$ cat src/rtl/pc_unit.sv
// Program counter with branch/jump/return sequencing and a circular return-address stack.
// Priority per cycle: ret > jump > branch > sequential; stall freezes all state.
module pc_unit #(
  parameter int AW = 32,
  parameter int JW = 26,
  parameter int RAS_DEPTH = 4,
  parameter logic [AW-1:0] RESET_PC = '0,
  localparam int CW = $clog2(RAS_DEPTH + 1)
) (
  input  logic          clk,
  input  logic          reset,
  input  logic          stall,
  input  logic          branch,
  input  logic [AW-1:0] branch_off,
  input  logic          jump,
  input  logic          link,
  input  logic          ret,
  input  logic [JW-1:0] jump_value,
  output logic [AW-1:0] pc,
  output logic [CW-1:0] ras_count,
  output logic          ras_full,
  output logic          ras_empty,
  output logic          ras_ovf,
  output logic          ras_unf
);
  localparam int PW = $clog2(RAS_DEPTH);

  logic [AW-1:0] pc_q, pc_d, pc_inc;
  logic [CW-1:0] cnt_q, cnt_d;
  logic [PW-1:0] wp_q, wp_d, top_idx;
  logic          ovf_q, ovf_d, unf_q, unf_d;
  logic          do_push, do_pop;
  logic [AW-1:0] ras_q [RAS_DEPTH];

  assign pc_inc    = pc_q + AW'(1);
  assign ras_full  = (cnt_q == CW'(RAS_DEPTH));
  assign ras_empty = (cnt_q == '0);
  // wp_q is the next write slot; the top of stack sits just below it
  assign top_idx   = wp_q - PW'(1);
  assign do_pop    = !stall && ret && !ras_empty;
  assign do_push   = !stall && !ret && jump && link;

  always_comb begin
    pc_d  = pc_q;
    cnt_d = cnt_q;
    wp_d  = wp_q;
    ovf_d = ovf_q;
    unf_d = unf_q;
    if (!stall) begin
      if (ret) begin
        if (ras_empty) begin
          pc_d  = pc_inc;
          unf_d = 1'b1;
        end else begin
          pc_d  = ras_q[top_idx];
          cnt_d = cnt_q - CW'(1);
          wp_d  = top_idx;
        end
      end else if (jump) begin
        pc_d = {pc_q[AW-1:JW], jump_value};
      end else if (branch) begin
        pc_d = pc_inc + branch_off;
      end else begin
        pc_d = pc_inc;
      end
      // Full push wraps onto the oldest slot, so count saturates and wp still advances
      if (do_push) begin
        wp_d = wp_q + PW'(1);
        if (ras_full) ovf_d = 1'b1;
        else          cnt_d = cnt_q + CW'(1);
      end
    end
  end

  always_ff @(posedge clk or posedge reset) begin
    if (reset) begin
      pc_q  <= RESET_PC;
      cnt_q <= '0;
      wp_q  <= '0;
      ovf_q <= 1'b0;
      unf_q <= 1'b0;
    end else begin
      pc_q  <= pc_d;
      cnt_q <= cnt_d;
      wp_q  <= wp_d;
      ovf_q <= ovf_d;
      unf_q <= unf_d;
    end
  end

  // Storage needs no reset: entries are only read while the count is non-zero
  always_ff @(posedge clk) begin
    if (do_push) ras_q[wp_q] <= pc_inc;
  end

  assign pc        = pc_q;
  assign ras_count = cnt_q;
  assign ras_ovf   = ovf_q;
  assign ras_unf   = unf_q;
endmodule

$ cat config.mk
export PLATFORM = sky130hd
export DESIGN_NAME = pc_unit
export DESIGN_NICKNAME = d
export VERILOG_FILES = /design/src/rtl/pc_unit.sv
export SDC_FILE = /design/constraint.sdc
export NUM_CORES = 1
export LEC_CHECK = 0
export ABC_AREA = 1
export BUFFER_PORTS_ARGS = -buffer_cell sky130_fd_sc_hd__buf_2
export CAP_MARGIN = 30
export CORE_MARGIN = 2
export CORE_UTILIZATION = 60
export DETAILED_ROUTE_END_ITERATION = 10
export PLACE_DENSITY = 0.81
export SLEW_MARGIN = 20
export SYNTH_ARGS = -nofsm -noshare
export SYNTH_HDL_FRONTEND = slang
export SYNTH_SLANG_ARGS = --single-unit
$ cat constraint.sdc
create_clock -name clk -period 3.67 [get_ports clk]
set_input_delay 0.367 -clock clk [delete_from_list [all_inputs] [get_ports clk]]
set_output_delay 0.367 -clock clk [all_outputs]
set_load 0.01 [all_outputs]
# Word level (Yosys, flattened, before mapping)
# Memory sizes are Yosys's and may differ from the RTL's.
# Index checks and enable logic that the tools add are counted.
totals:
  ff_bits: 39
  ramBits: 128
  inputBits: 65
  n_memories: 1
classes:
  add_sub_neg: 6
  eq_ne: 3
  muxes: 13
  n_bitwise: 1
  n_reduce_logical: 11
memory_table:
  columns: ["name", "depth", "width", "read_ports", "rd_clocked_by_memory_dff", "write_ports", "line", "rtl"]
  rows:
  - ["ras_q", 4, 32, 1, 0, 1, "33", "logic [AW-1:0] ras_q [RAS_DEPTH];"]
op_table:
  columns: ["cell", "count"]
  rows:
  - ["$mux W32", 4]
  - ["$add A32 B1 Y32 const B", 1]
  - ["$add A32 B32 Y32", 1]
  - ["$mux W3", 4]
  - ["$reduce_and A3 Y1", 3]
  - ["$mux W2", 3]
  - ["$ne A2 B1 Y1 const B", 2]
  - ["$add A3 B1 Y3 const B", 1]
  - ["$eq A3 B3 Y1 const B", 1]
  - ["$logic_and A1 B1 Y1", 3]
  - ["$logic_not A3 Y1", 1]
  - ["$sub A3 B1 Y3 const B", 1]
  - ["$add A2 B1 Y2 const B", 1]
  - ["$logic_not A1 Y1", 2]
  - ["$mux W1", 2]
  - ["$reduce_and A2 Y1", 1]
  - ["$reduce_bool A2 Y1", 1]
  - ["$sub A2 B1 Y2 const B", 1]
  - ["$not A1 Y1", 1]

# Longest topological paths before layout
# Gate-level depths: netlist of run 1.
depth:
  ltp_word: 6
  ltp_mapped: 22
  depth_no_buf: 22

# Worst setup path before layout of run 1
# No wires, ideal clock.
synth_timing:
  path_type: "register -> register"
  start: "reg wp_q[0]"
  end: "mem ras_q[0][0] (enable)"
  setup_ps: 421
  t_arrival_ps: 2654
  path_slack_ps: 595
  path_stages_with_launch: 8
  synth_period_minus_slack_ps: 3075
  cell_sequence: "dfrtp_1 buf_2 inv_1 clkbuf_1 buf_2 ha_1 inv_1 nor2_1"
synth_lines:
  columns: ["element", "line", "rtl"]
  rows:
  - ["from (decl)", "30", "logic [PW-1:0] wp_q, wp_d, top_idx;"]
  - ["from (signal assigned)", "85", "wp_q <= wp_d;"]
  - ["to (decl)", "33", null]
# No word-level cell before the write port.

# Worst setup path after layout of run 1
layout_timing:
  start: "reg pc_q[0] (netlist: pc[0])"
  end: "reg pc_q[27] (netlist: pc[27])"
layout_via:
  elab_chain_cells: 5
  word_cells_on_any_way: 6
  cone_classes: "2 x add/sub; 4 x mux"
layout_lines:
  columns: ["element", "line", "rtl"]
  rows:
  - ["from (decl)", "28", "logic [AW-1:0] pc_q, pc_d, pc_inc;"]
  - ["from (signal assigned)", "83", "pc_q <= pc_d;"]
  - ["$add A32 B1 Y32", "35", "assign pc_inc = pc_q + AW'(1);"]
  - ["net pc_inc[24]", "28", null]
  - ["$add A32 B32 Y32", "62", "pc_d = pc_inc + branch_off;"]
  - ["$mux W32", "61", "end else if (branch) begin"]
  - ["$mux W32", "59", "end else if (jump) begin"]
  - ["$mux W32", "50", "if (ret) begin"]
# The timed path passes the listed nets, and every way through them passes these cells. The select of a mux whose other input is x is not followed.
# A chain may end at the register's enable or synchronous reset.

==> impl_metrics.json, run 1 <==
{
  "drt_iter0_markers": 1241,
  "grt_pass1_wl_mm": 51.95,
  "grt_use_met2_pct": 58.01,
  "synthSimpleGateAreaFrac_pct": 24.07,
  "global_route.usage.met3_pct": 10.44,
  "start_kind": "flip-flop",
  "min-delay-start": "jump_value[17]",
  "hold_violations": 0,
  "die_area_mm2": 0.01827,
  "synth_edf_count": 128,
  "antenna_left": 0,
  "htreeDepth": 4,
  "slew_violations": 0,
  "p_per_area_mw_per_mm2": 847.9,
  "drcViolationCount": 0,
  "grt.met1_usage_pct": 53.82,
  "via_count": 9796,
  "grt_start_max_net_pins": 74,
  "crit_chain": "ha_2 > inv_1 > nor3_4 > nand2_2 > nor3_2 > nand2_1 > and2_2 > ha_2 > nand2_1 > nor2_2 > nand3_1 > or2_1 > nand3_1 > nand3_1 > a21oi_1 > nor2_1",
  "cp_top_family": "simple AND/OR/NAND/NOR gates",
  "die_h_um": 135.2,
  "min_path_type": "primary input to flip-flop",
  "max_freq_mhz": 285.5,
  "nFillCells": 1318,
  "report.final.setup_viol": 0,
  "clock_sinks": 167,
  "synth_ff_type": "edfxtp_1",
  "reg2reg_depth": 16,
  "drive_gt1_share_pct": 17.48,
  "vias_per_cell": 6.173,
  "cp_max_fo": 6,
  "post-place-cells": 1551,
  "synth-adder-area-share_pct": 5.769,
  "crit_type": "flip-flop to flip-flop",
  "clock_latency_ns": 0.44,
  "antenna_found_initial": 0,
  "portBuffers": 103,
  "irDropWorstVdd_mv": 1.172,
  "postSynthCellCount": 1238,
  "fp.dieW_um": 135.2,
  "r2r_start": "pc[0]$_DFFE_PP0N_",
  "drv_cap": 0,
  "whs_path_depth": 3,
  "ys_ff_latch": 167,
  "grtUsageTotal_pct": 38.48,
  "netlist_area_mm2": 0.01032,
  "slew_headroom_pct": 44.57,
  "worstPathArrival_ns": 3.82,
  "rr_endpoint": "pc[27]$_DFFE_PP0P_",
  "hold-worst-slack_ns": 0.2148,
  "critPathCaptureType": "flip-flop",
  "async_flop_share_pct": 23.35,
  "cts_made_buffers": 17,
  "core-area_mm2": 0.01670,
  "row_count": 47,
  "nNetsFinal": 1467,
  "required_ns": 3.99,
  "grt-ovfl-total": 0,
  "fin_crit_ns": 3.503,
  "synth_compound_area_share_pct": 14.17,
  "muxShareOfSynthArea_pct": 0,
  "synth.avg_cell_area_um2": 8.339,
  "clkTransAtPathRegs_ns": 0.07,
  "p_leak_uw": 0.005095,
  "tightest_slew_ns": 0.8306,
  "start_util_pct": 61.81,
  "synth_top_family_by_area": "simple AND/OR/NAND/NOR gates",
  "cp_slowest_cell": "dfrtp_2",
  "yosysTopAreaCellShare_pct": 37.23,
  "synthXorXnorAreaFrac_pct": 3.042,
  "synth_seq_area_share_pct": 46.69,
  "status": "completed",
  "clk_path_buf_depth": 2,
  "routed_wl_mm": 34.16,
  "grt_pass1_vias": 9265,
  "top_usage_layer": "met2",
  "cts_tree": "yes",
  "yosys_warnings": 0,
  "timing.critical_path.buf_inv": 1,
  "antenna_cells": 0,
  "slowest_delay_ns": 0.43,
  "cts_root_buf": "clkbuf_16",
  "io-pin-count": 104,
  "routedWlPerCell_um": 21.52,
  "ff2ff_setup_slack_ns": 0.17,
  "hold_end": "pc[17]$_DFFE_PP0N_",
  "crit_top_cell": "nand3_1",
  "place_congestion": 0.9939,
  "yosys-top-cells-area": "edfxtp_1, nand2_1, dfrtp_1",
  "place_area_mm2": 0.01121,
  "synth_nets": 1350,
  "syn_to_final_growth_pct": 15.46,
  "fin_cells": 1587,
  "synth_cell_types": 52,
  "final_cell_area_mm2": 0.01192,
  "fin_crit_sh_pct": 95.45,
  "firstDrtPassIters": 6,
  "synth_top_cell_by_area": "edfxtp_1",
  "dpl.hpwl_mm": 23.70,
  "clock_skew_ns": 0.009033
}
per-stage QoR:
step            TNS, ns  worst slack [ns]  utilization [%]  power, uW
4_1_cts               0           0.05294            70.94       9877
3_5_place_dp   -0.03541          -0.03060            67.10       7931
2_1_floorplan         0            0.5953                -       6149
5_1_grt        -0.03419          -0.01695            71.37      10680
3_3_place_gp          0           0.02586            66.98       7833
6_report              0            0.1668            71.37      10110
metal layers:
layer | share of wire [%] | up-vias
met5 | 0 | -
met4 | 3.6 | 0
met3 | 14 | 113
met2 | 44 | 739
met1 | 39 | 4483
li1 | - | 4461
cell families after synthesis:
kind of cell,Yosys count
AND/OR/NAND/NOR,567
XOR/XNOR,35
flip-flops,167
adder cells (fa/ha/maj),47
AO/OA/AOI/OAI,253
buffers and inverters,169
where the power goes:
part | total, uW | internal, uW | switching (uW)
sequential | 2870 | 2510 | 357
combinational | 5320 | 1680 | 3640
clock | 1920 | 1150 | 770
worst max-delay path by stage:
stage,startpoint,end,slack [ns],depth (start not counted)
CTS,pc[0]$_DFFE_PP0N_,pc[31]$_DFFE_PP0P_,0.05,21
global placement,pc[0]$_DFFE_PP0N_,pc[31]$_DFFE_PP0P_,0.03,18
floorplan,wp_q[0]$_DFFE_PP0P_,ras_q[0][0]$_DFFE_PP_,0.60,7
detailed placement,pc[0]$_DFFE_PP0N_,pc[27]$_DFFE_PP0P_,-0.03,16
finish,pc[0]$_DFFE_PP0N_,pc[27]$_DFFE_PP0P_,0.17,16
global route,pc[0]$_DFFE_PP0N_,pc[29]$_DFFE_PP0P_,-0.02,17
cells in the mapped netlist, types with 4 or more instances:
library cell  count
a21o_1            6
a21oi_1          69
a221oi_1          8
and2_1            4
buf_2            10
clkbuf_1         25
dfrtp_1          39
edfxtp_1        128
ha_1             46
inv_1           114
inv_2            18
nand2_1         287
nand2_2           7
nand3_1          61
nand3b_1          6
nand4_1          14
nor2_1          134
nor2_2            8
nor2_4            5
nor3_1           21
nor3_2            6
o211ai_1         11
o21ai_0          98
o21ai_1           7
o21bai_1          7
o221ai_1          4
o22ai_1          25
or2_2             5
xnor2_1           8
xor2_1           26
tightest hold or removal path, cell delays in order:
cell	delay, ns
buf_2	0.11
nand2_1	0.06
nand3_1	0.07
final cells by class:
type	count	area, um^2	share of cell area (%)
clock buffer	18	429.2	3.600
clock inverter	13	195.2	1.637
inverter	133	499.2	4.188
multi-input combinational	902	4936	41.41
sequential	167	4822	40.45
tap	220	275.3	2.309
timing repair buffer	134	763.2	6.403
cell usage in the layout, fill, tap and decap left out, drive strengths merged, types with 2 or more instances in the layout:
cell type,n
a21o,6
a21oi,70
a221oi,8
a22o,3
a31oi,2
and2,4
buf,132
bufinv,4
clkbuf,19
clkinv,2
clkinvlp,2
dfrtp,39
edfxtp,128
ha,46
inv,138
nand2,294
nand3,62
nand3b,6
nand4,14
nor2,147
nor3,30
o2111ai,2
o211ai,11
o21a,3
o21ai,106
o21bai,7
o221ai,4
o22ai,25
o311ai,2
or2,8
xnor2,8
xor2,27
registers in the layout (all words and copies together), names as in the netlist:
| signal | cells |
|---|---|
| ras_ovf | 1 |
| ras_unf | 1 |
| ras_count | 3 |
| ras_q | 128 |
| wp_q | 2 |
| pc | 32 |
timing repair:
item	CTS	global route
gates resized for setup	2	11
pin swaps	0	1
hold endpoints to repair	11	0
hold buffers	1	0
setup buffers	0	3
setup endpoints to repair	2	13
(Power assumes the default switching activity.)
==> run 2: changes to the inputs <==
--- a/config.mk
+++ b/config.mk
@@ -9,9 +9,9 @@
 export BUFFER_PORTS_ARGS = -buffer_cell sky130_fd_sc_hd__buf_2
 export CAP_MARGIN = 30
 export CORE_MARGIN = 2
-export CORE_UTILIZATION = 60
+export CORE_UTILIZATION = 54
 export DETAILED_ROUTE_END_ITERATION = 10
-export PLACE_DENSITY = 0.81
+export PLACE_DENSITY = 0.77
 export SLEW_MARGIN = 20
 export SYNTH_ARGS = -nofsm -noshare
 export SYNTH_HDL_FRONTEND = slang
==> constraint.sdc (replaced) <==
create_clock -name clk -period 3.2 [get_ports clk]
set_input_delay 0.32 -clock clk [delete_from_list [all_inputs] [get_ports clk]]
set_output_delay 0.32 -clock clk [all_outputs]
set_load 0.01 [all_outputs]
==> impl_metrics.json, run 2 (synthesis gave the netlist of run 1 again) <==
{
  "status": "finished, violations left",
  "violations": "negative setup slack",
  "ff2ff_setup_slack_ns": -0.1,
  "clockPowerShare_pct": 15.8,
  "min-delay-start": "jump_value[15]",
  "clock_skew_ns": 0.009270,
  "slew_headroom_pct": 47.78,
  "critPathCaptureType": "flip-flop",
  "p_leak_uw": 0.005781,
  "io-pin-count": 104,
  "p_per_area_mw_per_mm2": 980.4,
  "report.final.setup_viol": 7,
  "grt.met1_usage_pct": 48.61,
  "global_route.usage.met3_pct": 6.460,
  "hold_violations": 0,
  "cts_root_buf": "clkbuf_16",
  "fin_cells": 1724,
  "die_area_mm2": 0.02024,
  "dpl.hpwl_mm": 24.72,
  "die_h_um": 142.3,
  "start_util_pct": 55.19,
  "clock_latency_ns": 0.43,
  "clkTransAtPathRegs_ns": 0.07,
  "reg2reg_depth": 22,
  "routed_wl_mm": 36.40,
  "drv_cap": 0,
  "fin_crit_ns": 3.296,
  "irDropWorstVdd_mv": 0.6024,
  "via_count": 10430,
  "tightest_slew_ns": 0.7833,
  "post-place-cells": 1665,
  "clk_path_buf_depth": 2,
  "vias_per_cell": 6.052,
  "rsz0062_at_grt": "true",
  "layout_common_cells": "nand2_1, buf_4, edfxtp_1",
  "whs_path_depth": 3,
  "combPwrFrac_pct": 59.9,
  "hold_end": "pc[15]$_DFFE_PP0N_",
  "final_common_cell": "nand2_1",
  "antenna_cells": 0,
  "grt-ovfl-total": 0,
  "top_usage_layer": "met2",
  "place_congestion": 1.056,
  "setup_slack_ns": -0.09640,
  "antenna_left": 0,
  "final_cell_area_mm2": 0.01351,
  "syn_to_final_growth_pct": 30.89,
  "pre_cts_ws_ns": -0.2404,
  "grt_pass1_vias": 9688,
  "p_sw_uw": 6146,
  "core-area_mm2": 0.01871,
  "max_freq_mhz": 303.4,
  "fp.dieW_um": 142.3,
  "worstPathArrival_ns": 3.62,
  "grt_use_met2_pct": 53.72,
  "largest_reg_flops": 128,
  "drt_iter0_markers": 1343,
  "antenna_found_initial": 0,
  "p_total_uw": 13250,
  "start_kind": "flip-flop",
  "rr_endpoint": "pc[27]$_DFFE_PP0P_",
  "portBuffers": 103,
  "clock_sinks": 167,
  "p_int_uw": 7102,
  "tns_ns": -0.4949,
  "pwr-share-seq_pct": 24.3,
  "cts_tree": "yes",
  "slew_violations": 0,
  "routedWlPerCell_um": 21.11,
  "r2r_start": "pc[1]$_DFFE_PP0N_",
  "cp_max_fo": 5,
  "firstDrtPassIters": 6,
  "crit_type": "flip-flop to flip-flop",
  "min_path_type": "primary input to flip-flop",
  "grt_pass1_wl_mm": 52.79,
  "place_area_mm2": 0.01199,
  "htreeDepth": 4,
  "grtUsageTotal_pct": 34.92,
  "required_ns": 3.52,
  "grt_start_max_net_pins": 74,
  "drcViolationCount": 0,
  "drive_gt1_share_pct": 32.55,
  "fin_crit_sh_pct": 103.0,
  "sw_frac_of_total_pct": 46.39,
  "row_count": 50,
  "largest_register": "ras_q",
  "cts_made_buffers": 17,
  "nNetsFinal": 1589
}
==> run 2: critical path: stages (launching register included) <==
cell and delay (ns):
dfrtp_1 0.37, buf_4 0.14, ha_4 0.15, inv_4 0.05, nor3_4 0.27, inv_1 0.12
nor2_2 0.15, xor2_1 0.23, inv_2 0.11, ha_4 0.23, buf_4 0.14, nand2_1 0.05
nand2_1 0.07, nand2_1 0.08, nand2_2 0.09, a21oi_4 0.19, nor2_2 0.07, nor3_2 0.20
nand2_1 0.08, nand2_1 0.09, nand3_2 0.09, a21oi_2 0.15, nor2_1 0.05
==> run 2: timing repair <==
| action | 4_1_cts | 5_1_grt |
|---|---|---|
| setup endpoints to repair | 10 | 22 |
| hold endpoints to repair | 0 | 7 |
| gates resized for setup | 8 | 158 |
| setup buffers | 6 | 19 |
| hold buffers | 0 | 1 |
| pin swaps | 2 | 44 |
==> run 2: worst max-delay path by stage <==
stage | start | endpoint | slack [ns] | depth (start not counted)
after floorplan | wp_q[0]$_DFFE_PP0P_ | ras_q[0][0]$_DFFE_PP_ | 0.13 | 7
after global placement | pc[0]$_DFFE_PP0N_ | pc[27]$_DFFE_PP0P_ | -0.09 | 19
after detailed placement | pc[0]$_DFFE_PP0N_ | pc[27]$_DFFE_PP0P_ | -0.24 | 19
after CTS | pc[0]$_DFFE_PP0N_ | pc[27]$_DFFE_PP0P_ | -0.02 | 18
after global routing | pc[1]$_DFFE_PP0N_ | pc[27]$_DFFE_PP0P_ | -0.23 | 22
final | pc[1]$_DFFE_PP0N_ | pc[27]$_DFFE_PP0P_ | -0.1 | 22
==> run 2: per-stage QoR <==
step	utilization (%)	hold slack, ns
floorplan	-	0.4530
CTS	67.67	0.1301
global route	72.24	0.1419
finish	72.24	0.1434
detailed placement	64.08	0.4500
global placement	64.08	0.4445
==> run 2: metal layers <==
layer  up-vias  part of all wire, %
met5         -                    0
met4         0                  4.8
li1       4681                    -
met1      4856                   38
met2       750                   44
met3       146                   13
==> run 2: power by group through the flow <==
stage	sequential, uW	combinational (uW)	clock (uW)
after detailed placement	3210	6700	0
after CTS	3170	6830	2080
after global routing	3230	8500	2180
final	3220	7940	2090
after floorplan	3300	3750	0
after global placement	3200	6590	0
==> run 2: final cells by class <==
type	count	area [um^2]
clock buffers	18	429.2
repair buffers	256	1712
fillers	1309	5192
inverters	133	501.7
well taps	234	292.8
flip-flops and latches	167	4826
multi-input cells	902	5590
clock inverters	14	161.4
